===== config.mk =====
export PLATFORM = sky130hd
export DESIGN_NAME = uart_tx_feeder
export DESIGN_NICKNAME = d
export VERILOG_FILES = /design/src/rtl/uart_pkg.sv /design/src/rtl/uart_sync_fifo.sv /design/src/rtl/uart_tx_feeder.sv
export SDC_FILE = /design/constraint.sdc
export NUM_CORES = 1
export LEC_CHECK = 0
export ABC_AREA = 1
export CAP_MARGIN = 20
export CORE_ASPECT_RATIO = 0.75
export CORE_UTILIZATION = 54
export DETAILED_ROUTE_END_ITERATION = 8
export HOLD_SLACK_MARGIN = 0.15
export PLACE_DENSITY = 0.88
export SLEW_MARGIN = 20
export SYNTH_ARGS = -nofsm -noshare
export SYNTH_HDL_FRONTEND = slang
export SYNTH_HIERARCHICAL = 1
export SYNTH_SLANG_ARGS = --single-unit

===== constraint.sdc =====
create_clock -name clk -period 2.4 [get_ports clk]
set_input_delay 0.24 -clock clk [delete_from_list [all_inputs] [get_ports clk]]
set_output_delay 0.24 -clock clk [all_outputs]
set_load 0.02 [all_outputs]

===== src/rtl/uart_pkg.sv =====
// Shared types and constants for the UART transmit feeder slice.
package uart_pkg;
  localparam int UART_DATA_W     = 8;
  localparam int UART_FIFO_DEPTH = 16;

  typedef enum logic [1:0] {
    IDLE      = 2'd0,
    START     = 2'd1,
    WAIT_BUSY = 2'd2,
    WAIT_DONE = 2'd3
  } feeder_state_t;
endpackage


===== src/rtl/uart_sync_fifo.sv =====
// Synchronous byte FIFO with occupancy count, flags and one-cycle flush.
module uart_sync_fifo #(
  parameter int DEPTH  = 16,
  parameter int DATA_W = 8
) (
  input  logic                     clk,
  input  logic                     rst,
  input  logic [DATA_W-1:0]        wr_data,
  input  logic                     wr_valid,
  output logic                     wr_ready,
  input  logic                     rd_en,
  output logic [DATA_W-1:0]        rd_data,
  input  logic                     flush,
  output logic [$clog2(DEPTH):0]   count,
  output logic                     empty,
  output logic                     full
);
  localparam int AW = $clog2(DEPTH);
  localparam int CW = AW + 1;

  logic [DATA_W-1:0] mem [DEPTH];
  logic [AW-1:0]     wr_ptr;
  logic [AW-1:0]     rd_ptr;
  logic              push;
  logic              pop;

  // Handshake: a byte transfers on a clock edge where wr_valid and wr_ready are
  // both high; wr_ready comes only from the registered count, so a pop in the
  // same cycle cannot open the port until the following cycle.
  assign push = wr_valid && wr_ready && !flush;
  assign pop  = rd_en && !empty && !flush;

  assign empty    = (count == '0);
  assign full     = (count == CW'(DEPTH));
  assign wr_ready = !full;
  assign rd_data  = mem[rd_ptr];

  always_ff @(posedge clk) begin
    if (push) mem[wr_ptr] <= wr_data;
  end

  always_ff @(posedge clk or posedge rst) begin
    if (rst) begin
      wr_ptr <= '0;
      rd_ptr <= '0;
      count  <= '0;
    end else if (flush) begin
      wr_ptr <= '0;
      rd_ptr <= '0;
      count  <= '0;
    end else begin
      if (push) wr_ptr <= wr_ptr + AW'(1);
      if (pop)  rd_ptr <= rd_ptr + AW'(1);
      case ({push, pop})
        2'b10:   count <= count + CW'(1);
        2'b01:   count <= count - CW'(1);
        default: count <= count;
      endcase
    end
  end
endmodule


===== src/rtl/uart_tx_feeder.sv =====
// Buffers producer bytes and hands them one at a time to a UART transmitter.
// Optional UART_TX_FEEDER_OVERFLOW_EN adds sticky overflow and a dropped-write count.
module uart_tx_feeder
  import uart_pkg::*;
#(
  parameter int DEPTH  = UART_FIFO_DEPTH,
  parameter int DATA_W = UART_DATA_W
) (
  input  logic                   clk,
  input  logic                   rst,
  input  logic [DATA_W-1:0]      wr_data,
  input  logic                   wr_valid,
  output logic                   wr_ready,
  input  logic                   flush,
  output logic [DATA_W-1:0]      tx_data,
  output logic                   tx_start,
  input  logic                   tx_busy,
  output logic [$clog2(DEPTH):0] fifo_count,
  output logic                   fifo_empty,
  output logic                   fifo_full,
  output logic                   feeder_idle,
  output feeder_state_t          fsm_state
`ifdef UART_TX_FEEDER_OVERFLOW_EN
  ,
  output logic                   overflow,
  output logic [15:0]            drop_count
`endif
);
  feeder_state_t     state;
  feeder_state_t     state_next;
  logic              pop;
  logic [DATA_W-1:0] head_data;

  uart_sync_fifo #(.DEPTH(DEPTH), .DATA_W(DATA_W)) u_fifo (
    .clk      (clk),
    .rst      (rst),
    .wr_data  (wr_data),
    .wr_valid (wr_valid),
    .wr_ready (wr_ready),
    .rd_en    (pop),
    .rd_data  (head_data),
    .flush    (flush),
    .count    (fifo_count),
    .empty    (fifo_empty),
    .full     (fifo_full)
  );

  always_ff @(posedge clk or posedge rst) begin
    if (rst) state <= IDLE;
    else     state <= state_next;
  end

  always_comb begin
    state_next = state;
    case (state)
      IDLE:      if (pop)      state_next = START;
      START:                   state_next = WAIT_BUSY;
      WAIT_BUSY: if (tx_busy)  state_next = WAIT_DONE;
      WAIT_DONE: if (!tx_busy) state_next = IDLE;
      default:                 state_next = IDLE;
    endcase
  end

  // Never pop while the transmitter still reports busy, so tx_start cannot
  // land on top of a frame left over from before a feeder reset.
  always_comb begin
    pop         = (state == IDLE) && !fifo_empty && !tx_busy && !flush;
    tx_start    = (state == START);
    feeder_idle = (state == IDLE) && fifo_empty;
  end

  assign fsm_state = state;

  always_ff @(posedge clk or posedge rst) begin
    if (rst)      tx_data <= '0;
    else if (pop) tx_data <= head_data;
  end

`ifdef UART_TX_FEEDER_OVERFLOW_EN
  logic drop;
  assign drop = wr_valid && !wr_ready;

  always_ff @(posedge clk or posedge rst) begin
    if (rst) begin
      overflow   <= 1'b0;
      drop_count <= '0;
    end else if (flush) begin
      overflow   <= 1'b0;
      drop_count <= '0;
    end else if (drop) begin
      overflow <= 1'b1;
      if (drop_count != 16'hFFFF) drop_count <= drop_count + 16'd1;
    end
  end
`endif
endmodule


After elaboration in Yosys (flattened, before gate mapping)
Memory sizes are Yosys's and may differ from the RTL's. A register that Yosys moved wholly into a read port is not among the register bits.
Index checks and enable logic that the tools add are counted.

word-level totals
  logic and storage cells = 48
  input port bits = 13
  register bits after elaboration = 15
  memory bits (writable) = 128
  memories kept = 1

operators by class
  $add $sub $neg = 4
  multiplexer cells = 12
  equality and inequality tests = 9
  reductions and logical operators = 18

memory list
  name        depth  width  read ports  clocked after memory_dff  write ports  RTL line              source
  u_fifo.mem  16     8      1           1                         1            uart_sync_fifo.sv:21  logic [DATA_W-1:0] mem [DEPTH];

operators by type and width
  operator                                                               count
  4-bit 2-to-1 mux                                                       4
  5-bit one-hot mux with 2 select lines                                  1
  4-bit by 1-bit adder with 4-bit output, second input constant          2
  1-bit logical AND                                                      8
  2-bit one-hot mux with 4 select lines                                  1
  2-bit equality test, second input constant                             3
  2-bit 2-to-1 mux                                                       3
  5-bit by 1-bit adder with 5-bit output, second input constant          1
  5-bit equality test, second input constant                             1
  5-bit logical NOT                                                      1
  5-bit 2-to-1 mux                                                       1
  5-bit by 1-bit subtractor with 5-bit output, second input constant     1
  2-bit by 1-bit equality test with 1-bit output, second input constant  2
  1-bit logical NOT                                                      4
  2-bit != test, second input constant                                   2
  2-bit nonzero test                                                     2
  3-bit AND reduction                                                    1
  3-bit nonzero test                                                     1
  2-bit logical NOT                                                      1
  1-bit 2-to-1 mux                                                       2
  2-bit by 1-bit != test with 1-bit output, second input constant        1

Depth between registers and ports, before layout
  depth in word-level cells = 10
  gate-level depth with buffers = 19
  gate-level depth less buffers = 19

Modules after synthesis
The synthesis kept the hierarchy.

modules (own cells, without submodules)
  module          instances  area an instance (um2)  sequential area each (um2)  cells an instance
  uart_sync_fifo  1          6,160.9                 4,169.0                     531
  uart_tx_feeder  1          500.5                   250.2                       60

Worst setup path after synthesis
No wires, ideal clock.

  path type = flip-flop to flip-flop
  from = register u_fifo.count[0]
  to = register u_fifo.count[4]
  arrival = 2,427 ps
  setup time = 117 ps
  cell stages (with the launch flop) = 20
  setup slack = -143 ps
  cell sequence = dfrtp_1 -> nor2_2 -> nand3_2 -> inv_1 -> nor2_4 -> nand2_4 -> clkinv_2 -> nand2_4 -> nor2_4 -> nand2_4 -> fa_1 -> nand3b_1 -> nand2_1 -> nand2_1 -> nand2_1 -> inv_1 -> nand2_1 -> nand2_1 -> nand2_1 -> nand2_1

on the way
  cells in the longest elaborated chain, start to end = 10

RTL lines
  element                                                                                RTL line              source
  from (decl)                                                                            uart_sync_fifo.sv:14  output logic [$clog2(DEPTH):0] count,
  from (signal assigned)                                                                 uart_sync_fifo.sv:55  2'b10: count <= count + CW'(1);
  from (signal assigned)                                                                 uart_sync_fifo.sv:56  2'b01: count <= count - CW'(1);
  from (signal assigned)                                                                 uart_sync_fifo.sv:57  default: count <= count;
  5-bit logical NOT (*)                                                                  uart_sync_fifo.sv:33  assign empty = (count == '0);
  net fifo_empty                                                                         uart_tx_feeder.sv:19  output logic fifo_empty,
  1-bit logical NOT (*)                                                                  uart_tx_feeder.sv:67  pop = (state == IDLE) && !fifo_empty && !tx_busy && !flush;
  1-bit logical AND (*) (3 in a row)                                                     uart_tx_feeder.sv:67
  net pop                                                                                uart_tx_feeder.sv:31  logic pop;
  1-bit logical AND (*) (2 in a row)                                                     uart_sync_fifo.sv:31  assign pop = rd_en && !empty && !flush;
  2-bit by 1-bit equality test with 1-bit output or 2-bit equality test (tied branches)  uart_sync_fifo.sv:54  case ({push, pop})
  5-bit one-hot mux with 2 select lines                                                  uart_sync_fifo.sv:54
  5-bit 2-to-1 mux                                                                       uart_sync_fifo.sv:47  end else if (flush) begin

Mark *: on every way through the listed nets, which the timed path passes. The rest lies on a longest branch.
A chain may end at the register's enable or synchronous reset.

Final worst setup path
  from = register state[1] (netlist: fsm_state[1])
  to = register u_fifo.count[4]

on the way
  cells in the longest elaborated chain, start to end = 9

RTL lines
  element                                                                                RTL line              source
  from (decl)                                                                            uart_tx_feeder.sv:29  feeder_state_t state;
  from (signal assigned)                                                                 uart_tx_feeder.sv:50  else state <= state_next;
  2-bit logical NOT (*)                                                                  uart_tx_feeder.sv:67
  1-bit logical AND (*) (3 in a row)                                                     uart_tx_feeder.sv:67
  net pop                                                                                uart_tx_feeder.sv:31
  1-bit logical AND (*) (2 in a row)                                                     uart_sync_fifo.sv:31
  2-bit by 1-bit equality test with 1-bit output or 2-bit equality test (tied branches)  uart_sync_fifo.sv:54
  5-bit one-hot mux with 2 select lines                                                  uart_sync_fifo.sv:54
  5-bit 2-to-1 mux                                                                       uart_sync_fifo.sv:47

Marks and branches as above.

==> impl_metrics.yaml <==
status:
  status: "completed"
global_route:
  grt_pass1_wl_um: 24000
  grt_use_total: 0.261
  grt_max_degree: 68
  grt_pass1_vias: 4651
  grt_overflow: 0
  antenna_found_initial: 0
timing:
  finClkSkew_ps: 9.38
  rsz0062_at_grt: "true"
  worst_pin_slew_ps: 741
  finalCritPeriodShare: 0.958
  min_period_ps: 2300
  slew_headroom: 0.504
  setup_tns_ps: 0
  setup_violations: 0
  maxSlewViolCount: 0
  hold_viol_final: 0
  fmax_mhz: 435
floorplanning:
  std_cell_rows: 34
  dieArea_um2: 12800
  die_y_um: 98.2
  initial_utilization: 0.565
  io_pins: 33
  coreArea_um2: 11800
  die_w_um: 130
cts:
  insertion_delay_ps: 420
  cts_tree: "yes"
  clockBufferDepth: 2
  cts_hold_buffers: 0
  cts_max_level: 4
  clock-sinks: 151
  root_buffer: "clkbuf_16"
  cts_buffers: 17
  path_clk_slew_ps: 70
routing:
  first_iter_violations: 445
  routed_wl_um: 15400
  dr.pass1.iters: 6
  via_count: 4645
  viasPerCell: 5.66
  post_drt_wl_per_cell_um: 18.8
  ant_nets: 0
  drc_errors: 0
place:
  io_buffers: 32
  place_hpwl_um: 9590
  place_congestion: 0.836
  dpl.cell_count: 786
logic_synthesis:
  mappedNetlistArea_um2: 6660
  syn-num-nets: 617
  ys_async_sr_fraction: 0.152
  ys_types: 31
  synth_top_area_frac: 0.577
  post-synth-top-area-cell: "edfxtp_1"
  synth-main-ff-cell: "edfxtp_1"
  synth.avg_cell_area_um2: 11.3
  synthMostInstantiatedCell: "edfxtp_1"
  yosys.area_share.simple: 0.141
  synthAdderAreaFrac: 0.0255
  synth_top_family_by_area: "simple AND/OR/NAND/NOR gates"
  synthTopCellsByArea: "edfxtp_1 (58%), dfrtp_1 (8.6%), nand2_1 (5.4%)"
  synth-edff-count: 128
  yosys_warnings: 6
  synth-compound-area-share: 0.0971
  synth_commonest_cells: "edfxtp_1 (128), nand2_1 (95), inv_1 (81)"
  synth_mux_area_frac: 0
  syn_inst: 591
  ys_seq_area_frac: 0.663
  ys_ff_latch: 151
  synth-xor-area-share: 0.00263
finish:
  num-fill-cells: 777
  multiInputGateArea_um2: 1790
  drive_gt1_frac: 0.155
  final_cells: 821
  n_antenna_cell: 0
  syn_to_final_growth_pct: 19.9
  seq_area_um2: 4430
  fin_nets: 672
setup_path:
  startpoint: "fsm_state[1]"
  cp_max_fo: 5
  rr_worst_depth: 19
  rr_startpoint: "fsm_state[1]"
  start_kind: "flop"
  worst-setup-path-type: "flop to flop"
  arrival_ps: 2620
  cp.required_ps: 2720
  end_kind: "flop"
flow_run:
  drv_cap: 0
hold_path:
  hold_path.class: "input pin to asynchronous set/reset pin"
power_and_ir_drop:
  leakagePower_nw: 3.09
  p_per_area_nw_per_um2: 873
  worst_ir_drop_vdd_v: 0.000862
## critical path, stage by stage (launching register included)
cell	delay (ps)
dfrtp_2	450
inv_2	100
ha_4	160
inv_4	40
nor2_4	90
nand2_4	60
clkinv_4	60
nand2_4	50
nor2_4	140
nand2_4	70
fa_2	340
nand3b_1	190
nand2_1	80
nand2_1	50
nand2_1	70
inv_1	40
nand2_1	50
nand2_1	50
nand2_1	60
nand2_1	40
## layer usage
metal	track usage	vias up	wire, µm
met2	0.394	235	7280
met5	0	-	0
met3	0.0674	34	1300
li1	-	2144	-
met4	0.100	0	341
met1	0.364	2232	6480
## repair_timing
item	4_1_cts	5_1_grt
endpoints found under the hold margin	0	0
endpoints found under the setup margin	1	1
buffers inserted	0	3
pin swaps	0	3
gates resized for setup	1	5
## cells in the final DEF, fill, tap and decap left out, types with 4 or more instances in the layout
cell and n:
edfxtp_1 128, nand2_1 95, inv_1 78, nand3_1 60
o21ai_0 39, a21oi_1 35, clkdlybuf4s50_1 32, o211ai_1 32
buf_4 28, nor2_1 21, clkbuf_16 21, dfrtp_1 14
ha_1 11, dfrtp_2 8, nand2_4 7, inv_4 6
nand2_2 4, inv_2 4
## power by group
group	internal, mW	leakage [nW]	switching (mW)
registers	2.97	1.44	0.111
logic	0.460	1.32	0.628
clock network	1.76	0.325	1.04
total	5.19	3.09	1.78
## final timing paths
check,slack (ps),end
setup / recovery,100,u_fifo/count[4]
hold / removal,170,tx_data[0]
setup reg to reg,100,u_fifo/count[4]
hold reg to reg,490,tx_data[5]
max in group asynchronous,1740,u_fifo/rd_ptr[0]
min in group clk,490,tx_data[5]
## final cells by class
cell class / instances / area share
repair buffers: 62 / 0.0715
inverters: 88 / 0.0436
multi-input cells: 326 / 0.224
flip-flops and latches: 151 / 0.555
clock buffers: 24 / 0.0710
well taps: 162 / 0.0254
clock inverters: 8 / 0.00893
## metrics by stage
stage               worst slack, ps  total power, mW  hold slack (ps)   util  cell area [µm²]
floorplan                      11.7             3.68             80.0      -             6680
global placement               60.1             4.07              470  0.620             7300
detailed placement             14.2             4.12              478  0.620             7300
CTS                            32.8             6.93              159  0.675             7950
global route                  -70.7             7.20              205  0.678             7980
finish                          102             6.97              173  0.678             7980
## state kept, by name, summed over array words and instances (netlist names)
| name | count |
|---|---|
| fsm_state | 2 |
| tx_data | 8 |
| u_fifo/count | 5 |
| u_fifo/mem | 128 |
| u_fifo/rd_ptr | 4 |
| u_fifo/wr_ptr | 4 |
## kinds of logic after synthesis
group | after synthesis
AND/OR/NAND/NOR | 199
adder cells (fa/ha/maj) | 13
flip-flops | 151
buffers and inverters | 114
XOR/XNOR | 2
AO/OA/AOI/OAI | 112
Note: power is estimated with default switching activity, not from simulation.
==> edit, RTL diff (config.mk and constraints unchanged) <==
Register the output `fifo_count`; this adds one clock of latency there. The other outputs are not delayed to match.
--- a/src/rtl/uart_tx_feeder.sv
+++ b/src/rtl/uart_tx_feeder.sv
@@ -26,6 +26,8 @@
   output logic [15:0]            drop_count
 `endif
 );
+
+  logic [$clog2(DEPTH):0] fifo_count_d;
   feeder_state_t     state;
   feeder_state_t     state_next;
   logic              pop;
@@ -40,7 +42,7 @@
     .rd_en    (pop),
     .rd_data  (head_data),
     .flush    (flush),
-    .count    (fifo_count),
+    .count    (fifo_count_d),
     .empty    (fifo_empty),
     .full     (fifo_full)
   );
@@ -93,5 +95,9 @@
     end
   end
 `endif
+  always_ff @(posedge clk) begin
+    fifo_count <= fifo_count_d;
+  end
+
 endmodule
 
Behaviour: not the same (a bounded check fails within 4 cycles, from zero or initial values and one cycle with rst high).
==> edit against the unedited design <==
Design area grew 1.2%. First-iteration DRC count grew 65%. Total power shrank 1.3%. Sequential cell count grew 5. Cell count grew 1.1%. Utilization grew 0.051 points. Routed wire length shrank 0.77%. Setup slack lost 0.074 ns. Synthesized cell count grew 0.85%. Synthesized area grew 1.5%. Non-clock buffer count grew 4.
==> edit: results <==
[outcome]
status = completed

[clocking]
clockBufferDepth = 2
clock_latency_ns = 0.43
cts_max_level = 4
root_buffer = clkbuf_16
path_clk_slew_ns = 0.06

[logic_synthesis]
synth_fa_ha_area_share_pct = 2.517
synth_nets = 622
synth_compound_area_share_pct = 9.567
synth_xor_area_share_pct = 0.2591
synth-seq-cells = 156
synth_edf_count = 128
async_reset_ff_share_pct = 14.74
ys.warnings.count = 6
seq_area_frac_synth_pct = 66.84
syn_inst = 596
netlist_top_cells_area = edfxtp_1 (57%), dfrtp_1 (8.5%), nand2_1 (5.3%)
synthDistinctLibCells = 32

[cells_and_area]
buffer_area_share_pct = 7.467
largestRegisters = u_fifo/mem (128), tx_data (8)
num-clock-buffers = 21
final_nets = 681
nFillCells = 771
final_core_util_pct = 67.80
n_all_buffers = 66
multiInputGateArea_um2 = 1808
seq_area_um2 = 4529
drive_gt1_share_pct = 14.97
clock_cell_area_share_pct = 7.219
seq_share_pct = 56.08

[detailed_routing]
wl_per_cell_um = 18.42
first_iter_violations = 735
routed_wl_mm = 15.29
firstDrtPassIters = 5
via_count = 4743

[grt]
grt_pass1_vias = 4629
grt_max_degree = 70
grt_use_total_pct = 24.95
grt_first_pass_wirelength_mm = 24.14

[critical_path]
r2r-start = fsm_state[0]
critPathMaxFanout = 3
rr_worst_depth = 19
regToRegSetupSlack_ns = 0.03
critPathArrivalTime_ns = 2.69
crit_path_max_incr_delay_ns = 0.40
crit_family = simple AND/OR/NAND/NOR gates

[power_and_ir_drop]
leakage_nw = 3.108
max-vdd-ir-drop_mv = 0.5643

[worst_hold_path]
hold_class = reg2reg
holdCritStartpoint = u_fifo/count[3]

[place]
dp_cells = 794
dpl_cell_area_um2 = 7421
dp_hpwl_mm = 9.605
place.gp.congestion = 0.8444
pre_cts_ws_ns = -0.02643

[sta]
skew_ns = 0.01044
whs_ns = 0.4539
slew_headroom_pct = 54.91
==> edit: changes by cell type in the layout (fill, tap and decap cells not counted), sizes merged <==
| cell | before | now |
|---|---|---|
| clkinvlp | 0 | 4 |
| inv | 89 | 87 |
| dfxtp | 0 | 5 |
| clkinv | 6 | 8 |
| bufinv | 1 | 0 |
| clkbuf | 24 | 21 |
| buf | 30 | 33 |
| dlygate4sd3 | 0 | 1 |
==> edit: timing repair <==
action | in CTS | in global routing
hold endpoints to repair | 3 | 0
setup buffers | 3 | 0
gates resized for setup | 2 | 11
endpoints found under the setup margin | 1 | 1
hold buffers | 1 | 0
==> edit: kinds of logic after synthesis <==
family | count (synthesis)
buffers and inverters | 114
XOR/XNOR | 2
adder cells (fa/ha/maj) | 13
AND/OR/NAND/NOR | 199
flip-flops | 156
AO/OA/AOI/OAI | 112
==> edit: metal layers <==
metal  global-route usage, %  vias to the layer above  part of all wire, %
met5                       0                        -                    0
met2                   41.16                      257                   50
met4                   8.326                        0                  1.9
li1                        -                     2165                    -
met1                   32.97                     2285                   39
met3                   5.710                       36                  8.3
==> edit: how the worst max path moves through the flow <==
stage	endpoint	startpoint	slack [ns]
floorplan	u_fifo/count[4]	fsm_state[0]	0.01
global placement	u_fifo/count[4]	tx_busy	0.07
detailed placement	u_fifo/count[4]	tx_busy	-0.03
CTS	u_fifo/count[4]	fsm_state[1]	0.02
global route	u_fifo/count[4]	fsm_state[0]	-0.04
finish	u_fifo/count[4]	fsm_state[0]	0.03
==> edit: where the power goes <==
group	switching, mW	leakage [nW]	total, mW	internal, mW
clock network	1.09	0.275	2.60	1.51
registers	0.0987	1.49	3.16	3.06
logic	0.648	1.35	1.12	0.475
